**src/rtl/uart_receiver.sv**
```systemverilog
// 8N1 UART receiver: synchronises rx, samples each bit at its midpoint and
// presents each good byte with a one-cycle valid pulse or a framing-error pulse.
module uart_receiver #(
   parameter int CPB = 434,
   parameter int CW  = 9
) (
   input  logic       clk,
   input  logic       rst,
   input  logic       rx,
   output logic [7:0] data,
   output logic       valid,
   output logic       frame_err,
   output logic       busy
);

   localparam int HALF = (CPB - 1) / 2;

   typedef enum logic [2:0] {
      IDLE      = 3'd0,
      START     = 3'd1,
      DATA_BITS = 3'd2,
      STOP      = 3'd3,
      BREAK     = 3'd4
   } state_t;

   logic          sync1_q, sync2_q;
   state_t        state_q, state_d;
   logic [CW-1:0] count_q, count_d;
   logic [2:0]    bit_index_q, bit_index_d;
   logic [7:0]    shift_q, shift_d;
   logic [7:0]    data_q, data_d;
   logic          valid_q, valid_d;
   logic          frame_err_q, frame_err_d;
   logic          busy_q, busy_d;
   logic          rx_sync;

   assign rx_sync = sync2_q;

   always_ff @(posedge clk or posedge rst) begin
      if (rst) begin
         sync1_q     <= 1'b1;
         sync2_q     <= 1'b1;
         state_q     <= IDLE;
         count_q     <= '0;
         bit_index_q <= '0;
         shift_q     <= '0;
         data_q      <= '0;
         valid_q     <= 1'b0;
         frame_err_q <= 1'b0;
         busy_q      <= 1'b0;
      end else begin
         sync1_q     <= rx;
         sync2_q     <= sync1_q;
         state_q     <= state_d;
         count_q     <= count_d;
         bit_index_q <= bit_index_d;
         shift_q     <= shift_d;
         data_q      <= data_d;
         valid_q     <= valid_d;
         frame_err_q <= frame_err_d;
         busy_q      <= busy_d;
      end
   end

   // Returning to IDLE at mid-stop-bit lets a back-to-back start edge be caught.
   always_comb begin
      state_d     = state_q;
      count_d     = count_q;
      bit_index_d = bit_index_q;
      shift_d     = shift_q;
      data_d      = data_q;
      valid_d     = 1'b0;
      frame_err_d = 1'b0;
      case (state_q)
         IDLE: begin
            count_d     = '0;
            bit_index_d = '0;
            if (!rx_sync) state_d = START;
         end
         START: begin
            count_d = count_q + 1'b1;
            if (count_q == CW'(HALF)) begin
               count_d     = '0;
               bit_index_d = '0;
               state_d     = rx_sync ? IDLE : DATA_BITS;
            end
         end
         DATA_BITS: begin
            count_d = count_q + 1'b1;
            if (count_q == CW'(CPB - 1)) begin
               shift_d[bit_index_q] = rx_sync;
               count_d              = '0;
               bit_index_d          = bit_index_q + 1'b1;
               if (bit_index_q == 3'd7) state_d = STOP;
            end
         end
         STOP: begin
            count_d = count_q + 1'b1;
            if (count_q == CW'(CPB - 1)) begin
               count_d = '0;
               if (rx_sync) begin
                  data_d  = shift_q;
                  valid_d = 1'b1;
                  state_d = IDLE;
               end else begin
                  frame_err_d = 1'b1;
                  state_d     = BREAK;
               end
            end
         end
         BREAK: begin
            count_d = '0;
            if (rx_sync) state_d = IDLE;
         end
         default: begin
            state_d     = IDLE;
            count_d     = '0;
            bit_index_d = '0;
         end
      endcase
      busy_d = (state_d != IDLE);
   end

   assign data      = data_q;
   assign valid     = valid_q;
   assign frame_err = frame_err_q;
   assign busy      = busy_q;

endmodule

```
**config.mk**
```make
export PLATFORM = sky130hd
export DESIGN_NAME = uart_receiver
export DESIGN_NICKNAME = d
export VERILOG_FILES = /design/src/rtl/uart_receiver.sv
export SDC_FILE = /design/constraint.sdc
export NUM_CORES = 1
export LEC_CHECK = 0
export CAP_MARGIN = 5
export CORE_MARGIN = 2
export CORE_UTILIZATION = 56
export CTS_CLUSTER_SIZE = 30
export DETAILED_ROUTE_END_ITERATION = 8
export PLACE_DENSITY = 0.78
export SYNTH_ARGS = -nofsm -noshare
export SYNTH_HDL_FRONTEND = slang
export SYNTH_SLANG_ARGS = --single-unit
```
**constraint.sdc**
```tcl
create_clock -name clk -period 2.3 [get_ports clk]
set_input_delay 0.46 -clock clk [delete_from_list [all_inputs] [get_ports clk]]
set_output_delay 0.46 -clock clk [all_outputs]
set_load 0.01 [all_outputs]
```
# Word-level counts from Yosys, hierarchy flattened
# Index checks and enable logic that the tools add are counted.
# Widths: inputs -> output; s select.
# totals
output_inout_bits	11
reg_bits	36
word_cells	56
input_bits	3
# classes
muxes	24
magnitude_cmp	2
reduce_logical	8
n_eq_ne	9
add_sub_neg	2
n_bitwise	1
# op_table
op	count
$mux 3	9
$mux 9	2
$pmux 9 s2	1
$pmux 3 s5	1
$add 9x1->9 const B	1
$eq 9x8->1 const B	1
$eq 9x9->1 const B	1
$pmux 3 s3	1
$bwmux 8	1
$mux 1	7
$eq 3x2->1 const B	2
$eq 3x3->1 const B	2
$reduce_and 3->1	2
$lt 3x4->1 const B	1
$ne 2x2->1 const B	2
$reduce_or 2->1	2
$add 3x1->3 const B	1
$demux 1 s3	1
$eq 3x1->1 const B	1
$ge 3x1->1 const B	1
$logic_not 3->1	1
$reduce_bool 3->1	1
$mux 2	1
$reduce_and 2->1	1
other kinds (2)	2

# Depth between registers and ports, before layout
# logic_depth
depth_word	5
mapped_depth	7
ltp_nobuf	6

# Worst setup path after synthesis
# No wires, ideal clock.
# synth_path
path_kind	register to register
start	register count_q[0]
end	register data_q[0], in the netlist data[0]
stages_incl_launch_ff	6
period_less_slack_ns	1.764
setup_slack_ns	0.536
required_time_ns	2.175
t_arrival_ns	1.639
setup_time_ns	0.125
path_buffers	0
path_cell_list	dfrtp_1 -> ha_1 -> and4bb_2 -> and3_1 -> nand3_1 -> mux2_2
# synth_via
elab_chain_cells	2
# synth_rtl
item	line	source
start: declaration	28	logic [CW-1:0] count_q, count_d;
start signal: assignment	55	count_q <= count_d;
$eq 9x9->1	99	if (count_q == CW'(CPB - 1)) begin
$reduce_and 3->1 (no line)	-	
end signal: assignment	58	data_q <= data_d;
end: declaration	31	logic [7:0] data_q, data_d;
# Every way passes these cells.
# A chain may end at the register's enable or synchronous reset.

# Worst setup path after layout
# layout_path
start	register count_q[1]
end	register data_q[0], in the netlist data[0]
# Same word-level chain as after synthesis.

==> impl_metrics.csv <==
group,metric,value,unit
sta,fin_crit_sh,85.84,%
flow_run,max_cap_violations,0,
place,gp_congestion,0.7770,
route,drt_iter0_markers,28,
clock_network,numCtsBuffers,5,
cells_and_area,layout_common_cells,"dfrtp_1, nor2_1, mux2_2",
global_route,antenna_found_initial,0,
sta,max_freq,0.5065,GHz
cells_and_area,register_area,903.4,um2
logic_synthesis,ys_ff_latch,36,
logic_synthesis,synth_cell_types,36,
critical_path,critical_path_class,"reg2reg",
sta,tightest_slew,0.4630,ns
sta,slew_violations,0,
clock_network,clk_path_buf_depth,2,
sta,finalCriticalPeriod,1.974,ns
sta,skew,0.01634,ns
logic_synthesis,synth_nets,146,
route,wl_per_cell,14.35,um
logic_synthesis,ys_seq_area_share,55.11,%
die,start_util,59.44,%
critical_path,arrival,2.20,ns
global_route,grt.overflow.total,0,
critical_path,start_kind,"flop",
critical_path,crit_chain,"inv_1, ha_1, and4bb_2, and3_1, nand3_1, mux2_2",
critical_path,worst_setup_path_end_kind,"flop",
route,vias,1099,
hold_path,worstHoldPathType,"reg2reg",
critical_path,crit_slowest_cell,"mux2_2",
logic_synthesis,synth-xor-area-share,3.740,%
run_status,outcome,"finished clean",
critical_path,cpLargestDelayFamily,"simple AND/OR/NAND/NOR gates",
cells_and_area,finalInstanceArea,1869,um2
logic_synthesis,netlist_instances,138,
die,die-area,3376,um2
route,dr.pass1.iters,5,
clock_network,htreeDepth,2,
global_route,grt_pass1_wl,4.919,mm
critical_path,r2r_end,"data[0]",
die,rows,19,
critical_path,r2r-start,"count_q[1]",
critical_path,required,2.52,ns
clock_network,cts.sinks,36,
logic_synthesis,muxShareOfSynthArea,10.99,%
sta,setup_tns,0,ns
hold_path,hold_path_depth,0,
sta,setup_viol,0,
clock_network,cts.repair.resized,0,
cells_and_area,final_common_cell,"dfrtp_1",
power,power_leakage,0.8732,nW
cells_and_area,antenna_cells,0,
power,ir_worst_vdd,0.0005021,V
cells_and_area,num-fill-cells,207,
sta,grt_setup_unrepaired,"false",
die,floorplan.die.width,58.10,um
route,routed_via_density,5.846,
route,ant_nets,0,
logic_synthesis,synth_top_family_by_area,"simple AND/OR/NAND/NOR gates",
logic_synthesis,synthAdderAreaFrac,3.817,%
critical_path,worst-path-buf-inv,1,
cells_and_area,drive_above_1_share,19.75,%
logic_synthesis,synth-compound-area-share,5.878,%
critical_path,r2r_cells,6,
critical_path,reg2reg_slack,0.33,ns
logic_synthesis,syn_area,1639,um2
clock_network,holdBufCountCts,0,
die,fp.dieH,58.10,um
sta,hold_viol,0,
clock_network,cts_tree,"built",
place,place_hpwl,1.901,mm
place,placed_area,1807,um2
hold_path,min_to,"rx_sync",
clock_network,insertion_delay,0.34,ns
global_route,grt_pass1_vias,1095,
die,io_pins,14,
clock_network,cts-root-buf,"clkbuf_4",
place,io_buffers,13,
route,wl,2.697,mm
power,power.density,540.0,nW/um2
global_route,grt_max_degree,37,
cells_and_area,multi_input_area,700.7,um2
cells_and_area,syn2layout_area_growth,14.05,%
hold_path,hold_path.startpoint,"sync1_q",
global_route,grt_usage,19.98,%
logic_synthesis,synthSimpleGateAreaFrac,18.32,%
critical_path,cp_max_fo,9,
cells_and_area,layout.nets,164,
clock_network,clkTransAtPathRegs,0.09,ns
die,core_area,2758,um2
clock_network,post_cts_buffers,0,
route,drc_errors,0,
logic_synthesis,avgSynthCellArea,11.88,um2
critical_path,cpPeakStageDelay,0.41,ns
logic_synthesis,yosysWarnings,0,
sta,slew_headroom,69.04,%
## worst max-delay path by stage
stage          startpoint       to  slack (ns)  depth (start not counted)
3_5_place_dp   count_q[1]  data[0]        0.31                          6
4_1_cts        count_q[1]  data[0]        0.30                          6
3_3_place_gp   count_q[1]  data[7]        0.37                          6
5_1_grt        count_q[1]  data[3]        0.17                          6
6_report       count_q[1]  data[0]        0.33                          6
2_1_floorplan  count_q[0]  data[0]        0.54                          5
## Yosys cell counts
| master | count | area (um2) |
|---|---|---|
| and4b_1 | 1 | 10.01 |
| inv_1 | 5 | 18.77 |
| nor3_1 | 3 | 15.01 |
| xnor2_1 | 5 | 43.79 |
| and3_1 | 4 | 25.02 |
| nand4_1 | 1 | 6.260 |
| or3b_1 | 1 | 8.760 |
| ha_1 | 5 | 62.56 |
| or3b_2 | 1 | 8.760 |
| and4bb_2 | 1 | 12.51 |
| a32oi_1 | 1 | 8.760 |
| a21oi_1 | 4 | 20.02 |
| clkbuf_1 | 3 | 11.26 |
| nor2b_1 | 2 | 12.51 |
| dfstp_2 | 2 | 52.55 |
| nand3b_1 | 1 | 7.510 |
| xor2_1 | 2 | 17.52 |
| and3_2 | 1 | 7.510 |
| a22o_1 | 2 | 17.52 |
| nand2_1 | 3 | 11.26 |
| nand4b_1 | 4 | 35.03 |
| o32a_1 | 1 | 10.01 |
| mux2_2 | 16 | 180.2 |
| or3_1 | 1 | 6.260 |
| o211ai_1 | 1 | 7.510 |
| o31ai_1 | 2 | 15.01 |
| and4_1 | 1 | 8.760 |
| nor2_1 | 16 | 60.06 |
| nand3_1 | 7 | 35.03 |
| buf_2 | 1 | 5.000 |
| nor4bb_1 | 1 | 10.01 |
| a21oi_2 | 1 | 8.760 |
| nand2b_1 | 2 | 12.51 |
| nor3b_1 | 1 | 7.510 |
| o31a_1 | 1 | 8.760 |
| dfrtp_1 | 34 | 850.8 |
## logic make-up (layout without fill, tap and decap cells)
kind of cell	count (synthesis)	count (layout)
multiplexers	16	16
AO/OA/AOI/OAI	13	13
AND/OR/NAND/NOR	52	52
buffers and inverters	9	28
flip-flops	36	36
XOR/XNOR	7	7
adder cells (fa/ha/maj)	5	5
## power by group
| part | internal [mW] | leakage (nW) | total (mW) | switching [mW] |
|---|---|---|---|---|
| Clock | 0.150 | 0.0315 | 0.352 | 0.202 |
| Combinational | 0.00492 | 0.366 | 0.0177 | 0.0127 |
| Sequential | 0.636 | 0.476 | 0.640 | 0.00384 |
## state kept, by name (all words and copies together), names as in the netlist
signal / count
count_q: 9
data: 8
shift_q: 8
bit_index_q: 3
state_q: 3
busy: 1
frame_err: 1
rx_sync: 1
sync1_q: 1
valid: 1
## metrics by stage
stage	power [mW]	utilization (%)	std cells	hold WS [ns]	setup WS, ns
after global routing	1.068	67.79	188	0.3712	0.1737
after CTS	1.031	67.79	188	0.3659	0.2986
final	1.009	67.79	188	0.3628	0.3256
after global placement	0.6704	65.52	180	0.3495	0.3663
after floorplan	0.6617	-	138	0.3452	0.5360
after detailed placement	0.6712	65.52	180	0.3510	0.3149
## layer usage
metal  track usage (%)  wire [um]  up-vias
li1                  -          -      527
met1             27.00       1254      540
met2             28.90       1262       26
met3             7.366        121        6
met4             8.970         59        0
met5                 0          0        -
## layout make-up
cell class	instances	area share, %
Clock buffer	7	2.945
Clock inverter	1	0.4016
Inverter	5	1.004
Multi-Input combinational cell	93	37.48
Sequential cell	36	48.33
Tap cell	31	2.075
Timing Repair Buffer	15	7.764
Note: power is estimated with default switching activity, not from simulation.
